`src/rtl/adc_spi_responder.sv`:
```
// Device-side model of the DE1 8-channel 12-bit serial ADC link.
// Oversamples SCLK/CS_N/DIN on CLOCK and answers frames from CH0..CH7.
module adc_spi_responder #(
  parameter int SYNC_STAGES = 2,
  parameter int DATA_W      = 12,
  parameter int CFG_W       = 6
) (
  input  logic              CLOCK,
  input  logic              RESET,
  input  logic              ADC_SCLK,
  input  logic              ADC_CS_N,
  input  logic              ADC_DIN,
  output logic              ADC_DOUT,
  input  logic [DATA_W-1:0] CH0,
  input  logic [DATA_W-1:0] CH1,
  input  logic [DATA_W-1:0] CH2,
  input  logic [DATA_W-1:0] CH3,
  input  logic [DATA_W-1:0] CH4,
  input  logic [DATA_W-1:0] CH5,
  input  logic [DATA_W-1:0] CH6,
  input  logic [DATA_W-1:0] CH7,
  output logic [CFG_W-1:0]  CFG_WORD,
  output logic              CFG_VALID,
  output logic              FRAME_ERR,
  output logic [15:0]       FRAME_COUNT
);

  localparam int RXW = $clog2(CFG_W + 1);
  localparam int TXW = $clog2(DATA_W);
  localparam int STW = $clog2(SYNC_STAGES + 1);

  typedef enum logic [1:0] {
    S_WAIT_IDLE,
    S_IDLE,
    S_FRAME
  } state_t;

  state_t r_state;
  state_t w_next;

  logic [SYNC_STAGES-1:0] r_sclk_sync;
  logic [SYNC_STAGES-1:0] r_cs_sync;
  logic [SYNC_STAGES-1:0] r_din_sync;
  logic                   r_sclk_d;
  logic                   r_cs_d;
  logic [STW-1:0]         r_settle;

  logic w_sclk;
  logic w_cs;
  logic w_din;
  logic w_sclk_rise;
  logic w_sclk_fall;
  logic w_cs_rise;
  logic w_cs_fall;
  logic w_settled;

  logic [DATA_W-1:0] r_tx_shift;
  logic [TXW-1:0]    r_tx_cnt;
  logic [CFG_W-1:0]  r_rx_shift;
  logic [RXW-1:0]    r_rx_cnt;
  logic [2:0]        r_ch_sel;
  logic              r_dout;
  logic [CFG_W-1:0]  r_cfg_word;
  logic              r_cfg_valid;
  logic              r_frame_err;
  logic [15:0]       r_frame_count;
  logic [DATA_W-1:0] w_ch_data;

  always_ff @(posedge CLOCK or posedge RESET) begin
    if (RESET) begin
      r_sclk_sync <= '0;
      r_cs_sync   <= '1;
      r_din_sync  <= '0;
      r_sclk_d    <= 1'b0;
      r_cs_d      <= 1'b1;
      r_settle    <= '0;
    end else begin
      r_sclk_sync <= {r_sclk_sync[SYNC_STAGES-2:0], ADC_SCLK};
      r_cs_sync   <= {r_cs_sync[SYNC_STAGES-2:0], ADC_CS_N};
      r_din_sync  <= {r_din_sync[SYNC_STAGES-2:0], ADC_DIN};
      r_sclk_d    <= w_sclk;
      r_cs_d      <= w_cs;
      if (!w_settled) r_settle <= r_settle + 1'b1;
    end
  end

  assign w_sclk      = r_sclk_sync[SYNC_STAGES-1];
  assign w_cs        = r_cs_sync[SYNC_STAGES-1];
  assign w_din       = r_din_sync[SYNC_STAGES-1];
  assign w_sclk_rise = w_sclk & ~r_sclk_d;
  assign w_sclk_fall = ~w_sclk & r_sclk_d;
  assign w_cs_rise   = w_cs & ~r_cs_d;
  assign w_cs_fall   = ~w_cs & r_cs_d;
  // The CS_N reset value is not a real observation of the pin.
  assign w_settled   = (r_settle == STW'(SYNC_STAGES));

  always_comb begin
    w_ch_data = CH0;
    case (r_ch_sel)
      3'd0:    w_ch_data = CH0;
      3'd1:    w_ch_data = CH1;
      3'd2:    w_ch_data = CH2;
      3'd3:    w_ch_data = CH3;
      3'd4:    w_ch_data = CH4;
      3'd5:    w_ch_data = CH5;
      3'd6:    w_ch_data = CH6;
      default: w_ch_data = CH7;
    endcase
  end

  always_ff @(posedge CLOCK or posedge RESET) begin
    if (RESET) r_state <= S_WAIT_IDLE;
    else       r_state <= w_next;
  end

  always_comb begin
    w_next = r_state;
    unique case (r_state)
      S_WAIT_IDLE: if (w_settled && w_cs) w_next = S_IDLE;
      S_IDLE:      if (w_cs_fall) w_next = S_FRAME;
      S_FRAME:     if (w_cs_rise) w_next = S_IDLE;
      default:     w_next = S_WAIT_IDLE;
    endcase
  end

  always_ff @(posedge CLOCK or posedge RESET) begin
    if (RESET) begin
      r_tx_shift    <= '0;
      r_tx_cnt      <= '0;
      r_rx_shift    <= '0;
      r_rx_cnt      <= '0;
      r_ch_sel      <= '0;
      r_dout        <= 1'b0;
      r_cfg_word    <= '0;
      r_cfg_valid   <= 1'b0;
      r_frame_err   <= 1'b0;
      r_frame_count <= '0;
    end else begin
      r_cfg_valid <= 1'b0;
      r_frame_err <= 1'b0;
      unique case (r_state)
        S_IDLE: begin
          r_dout <= 1'b0;
          if (w_cs_fall) begin
            r_tx_shift <= w_ch_data;
            r_dout     <= w_ch_data[DATA_W-1];
            r_tx_cnt   <= '0;
            r_rx_cnt   <= '0;
          end
        end
        S_FRAME: begin
          // CS_N rise takes priority over any SCLK edge in the same cycle.
          if (w_cs_rise) begin
            r_dout <= 1'b0;
            if (r_rx_cnt == RXW'(CFG_W)) begin
              r_cfg_word    <= r_rx_shift;
              r_cfg_valid   <= 1'b1;
              r_ch_sel      <= {r_rx_shift[3], r_rx_shift[2], r_rx_shift[4]};
              r_frame_count <= r_frame_count + 16'd1;
            end else begin
              r_frame_err <= 1'b1;
            end
          end else if (w_sclk_rise) begin
            if (r_rx_cnt < RXW'(CFG_W)) begin
              r_rx_shift <= {r_rx_shift[CFG_W-2:0], w_din};
              r_rx_cnt   <= r_rx_cnt + 1'b1;
            end
          end else if (w_sclk_fall) begin
            if (r_tx_cnt < TXW'(DATA_W - 1)) begin
              r_tx_shift <= {r_tx_shift[DATA_W-2:0], 1'b0};
              r_dout     <= r_tx_shift[DATA_W-2];
              r_tx_cnt   <= r_tx_cnt + 1'b1;
            end else begin
              r_dout <= 1'b0;
            end
          end
        end
        default: r_dout <= 1'b0;
      endcase
    end
  end

  assign ADC_DOUT    = r_dout;
  assign CFG_WORD    = r_cfg_word;
  assign CFG_VALID   = r_cfg_valid;
  assign FRAME_ERR   = r_frame_err;
  assign FRAME_COUNT = r_frame_count;

endmodule
```
`config.mk`:
```
export PLATFORM = sky130hd
export DESIGN_NAME = adc_spi_responder
export DESIGN_NICKNAME = d
export VERILOG_FILES = /design/src/rtl/adc_spi_responder.sv
export SDC_FILE = /design/constraint.sdc
export NUM_CORES = 1
export LEC_CHECK = 0
export BUFFER_PORTS_ARGS = -buffer_cell sky130_fd_sc_hd__buf_2
export CAP_MARGIN = 20
export CORE_MARGIN = 2
export CORE_UTILIZATION = 49
export DETAILED_ROUTE_END_ITERATION = 10
export PLACE_DENSITY = 0.88
export SLEW_MARGIN = 20
export SYNTH_ARGS = -nofsm -noshare
export SYNTH_HDL_FRONTEND = slang
export SYNTH_SLANG_ARGS = --single-unit
```
`constraint.sdc`:
```
create_clock -name CLOCK -period 2.35 [get_ports CLOCK]
set_clock_uncertainty 0.2 [all_clocks]
set_input_delay 0.235 -clock CLOCK [delete_from_list [all_inputs] [get_ports CLOCK]]
set_output_delay 0.235 -clock CLOCK [all_outputs]
set_load 0.02 [all_outputs]
```
==> impl_metrics.json <==
{
  "core-area_um2": 7140,
  "numCtsBuffers": 9,
  "routed_wl_um": 9170,
  "htree_num_levels": 3,
  "dr_total_vias": 3235,
  "cts_sinks": 61,
  "insertion_delay_ns": 0.35,
  "routed_via_density": 5.65,
  "grt_max_degree": 29,
  "antenna_found_initial": 0,
  "drt_iter0_drc": 220,
  "drt_pre_antenna_iters": 4,
  "place_inst": 553,
  "end_kind": "flip-flop",
  "crit_required_ns": 2.38,
  "place_congestion": 0.910,
  "die-area_um2": 7980,
  "hold_viol_final": 0,
  "use_met2": 0.352,
  "slew_headroom": 0.652,
  "hold-worst-slack_ns": 0.0115,
  "grt_overflow_total": 0,
  "crit_type": "reg2reg",
  "grt_pass1_wl_um": 13800,
  "cp_slowest_cell": "dfrtp_1",
  "synth_edf_count": 0,
  "drt_drc_violations_left": 0,
  "synthesis.area_um2": 3570,
  "status": "finished, final reports clean",
  "rsz0062_at_grt": "false",
  "grtUsageTotal": 0.228,
  "crit_top_cell": "inv_1",
  "wire_per_inst_um": 16.0,
  "initial_core_util": 0.500,
  "postCtsResizedCells": 0,
  "syn-num-nets": 446,
  "clockBufferDepth": 2,
  "tritoncts": "built",
  "pwr_density_cell_nw_per_um2": 700,
  "synthFlopType": "dfrtp_1",
  "yosysMostFrequentCell": "dfrtp_1",
  "grt.busiest_layer": "met2",
  "cp-start-kind": "flip-flop",
  "finalSetupTns_ns": 0,
  "synthArstFlopShare": 1.00,
  "die_h_um": 89.3,
  "diodes": 0,
  "timing.final.crit_share": 0.895,
  "ant_nets": 0,
  "yosys_warnings": 0,
  "synthTopCellsByArea": "dfrtp_1 (41%), mux2_2 (7.6%), a22oi_1 (3.8%)",
  "post-cts-setup-buffer-count": 0,
  "leakage_nw": 2.20,
  "grt_use_met1": 0.307,
  "hold_class": "in2reg",
  "syn_to_final_growth_pct": 29.2,
  "first_global_vias": 2952,
  "met3_usage": 0.0388,
  "crit_fanout": 16,
  "irDropWorstVdd_v": 0.000363,
  "path_cells": "inv_1 > ha_1 > inv_1 > a21bo_2 > and3_4 > o32a_1",
  "setup_violations": 0,
  "post-dp-hpwl_um": 7050,
  "synthTopCellsByCount": "dfrtp_1 (58), nand2_1 (25), mux2_2 (24)",
  "root_buffer": "clkbuf_8",
  "portBuffers": 125,
  "fin_ws_ns": 0.248,
  "fillers": 566,
  "die_w_um": 89.3,
  "clk_pin_slew_ns": 0.07,
  "synthCells": 337,
  "final_cells": 573,
  "io_pins": 126,
  "nets": 578,
  "crit_path_max_incr_delay_ns": 0.40,
  "synth_top_area_share": 0.407,
  "yosysSeqAreaShare": 0.429,
  "dp_slack_ns": 0.274,
  "max_freq_mhz": 476,
  "worstMarginPinSlew_ns": 0.518,
  "layout-drive-gt1-share": 0.443,
  "period_minus_slack_ns": 2.10,
  "ys_ff_latch": 61,
  "crit_arrival_ns": 2.13,
  "synth_top_area_cell": "dfrtp_1",
  "syn_avg_cell_area_um2": 10.6,
  "holdBufCountCts": 4,
  "synth.distinct_cells": 54,
  "rows": 31,
  "cap_violations": 0,
  "slew_viol_final": 0
}
## layout make-up
| type | instances | area (um2) | area share |
|---|---|---|---|
| clock buffers | 11 | 141 | 0.0307 |
| multi-input cells | 242 | 1870 | 0.407 |
| inverters | 11 | 41.3 | 0.00896 |
| repair buffers | 144 | 791 | 0.172 |
| well taps | 99 | 124 | 0.0269 |
| flip-flops and latches | 61 | 1530 | 0.332 |
| clock inverters | 5 | 106 | 0.0231 |
## critical path: cells and delay by family, from the launching register on
kind                       cells  cell delay (ns)
and+or+nand+nor                1             0.28
adders and majority gates      1             0.23
DFF                            1             0.40
buffers and inverters          2             0.21
AOI/OAI and AO/OA              2             0.66
## kinds of logic after synthesis
group / count (synthesis) / share of synthesized area
XOR/XNOR: 16 / 0.0393
flip-flops: 61 / 0.429
adder cells (fa/ha/maj): 8 / 0.0281
multiplexers: 30 / 0.0961
AND/OR/NAND/NOR: 95 / 0.155
buffers and inverters: 34 / 0.0456
AO/OA/AOI/OAI: 93 / 0.207
## final timing paths
check	start	end	slack (ns)	depth (start not counted)
worst max-delay path	r_state[1]	r_tx_shift[10]	0.25	6
worst min-delay path	CH7[8]	r_tx_shift[8]	0.01	3
worst max register to register	r_state[1]	r_tx_shift[10]	0.25	6
worst min register to register	r_sclk_sync[0]	r_sclk_sync[1]	0.15	0
max in group asynchronous	RESET	r_tx_shift[1]	1.17	4
min in group asynchronous	RESET	CFG_WORD[0]	0.22	3
## per-stage QoR
step	utilization	power, mW	instance area [um2]
global route	0.646	3.38	4610
global placement	0.605	2.03	4320
floorplan	-	1.83	3570
CTS	0.646	3.22	4610
detailed placement	0.605	2.07	4320
finish	0.646	3.22	4610
## per-layer routing
metal	wire (um)	part of all wire
met5	0	0
met4	321	0.035
met3	453	0.049
met2	4490	0.49
met1	3900	0.43
## cells in the final DEF (no fill, tap or decap), types with 3 or more instances in the layout
master	count
nor2b_1	13
o221a_2	9
a21oi_1	6
nand4_1	4
mux2i_1	5
nand2b_1	6
nor2_1	6
clkbuf_8	10
dlygate4sd3_1	4
bufinv_16	3
ha_1	8
buf_2	125
a22oi_1	18
a31oi_1	3
inv_1	10
dfstp_2	3
and3_1	4
mux2_2	24
o221ai_1	11
o21ai_0	21
xor2_1	4
buf_4	14
nand2_1	25
dfrtp_1	58
xnor2_1	12
nand3_1	17
o221ai_2	8
## power breakdown
group / internal [mW] / switching [mW] / total (mW)
registers: 1.21 / 0.103 / 1.31
logic: 0.359 / 0.401 / 0.760
clock network: 0.737 / 0.417 / 1.15
## registers in the layout, summed over array words and instances (netlist names)
name         count
ADC_DOUT         1
CFG_VALID        1
CFG_WORD         4
FRAME_COUNT     16
FRAME_ERR        1
r_ch_sel         2
r_cs_d           1
r_cs_sync        2
r_din_sync       2
r_rx_cnt         3
r_rx_shift       6
r_sclk_d         1
r_sclk_sync      2
r_settle         2
r_state          2
r_tx_cnt         4
r_tx_shift      11
Note: power is estimated with default switching activity, not from simulation.
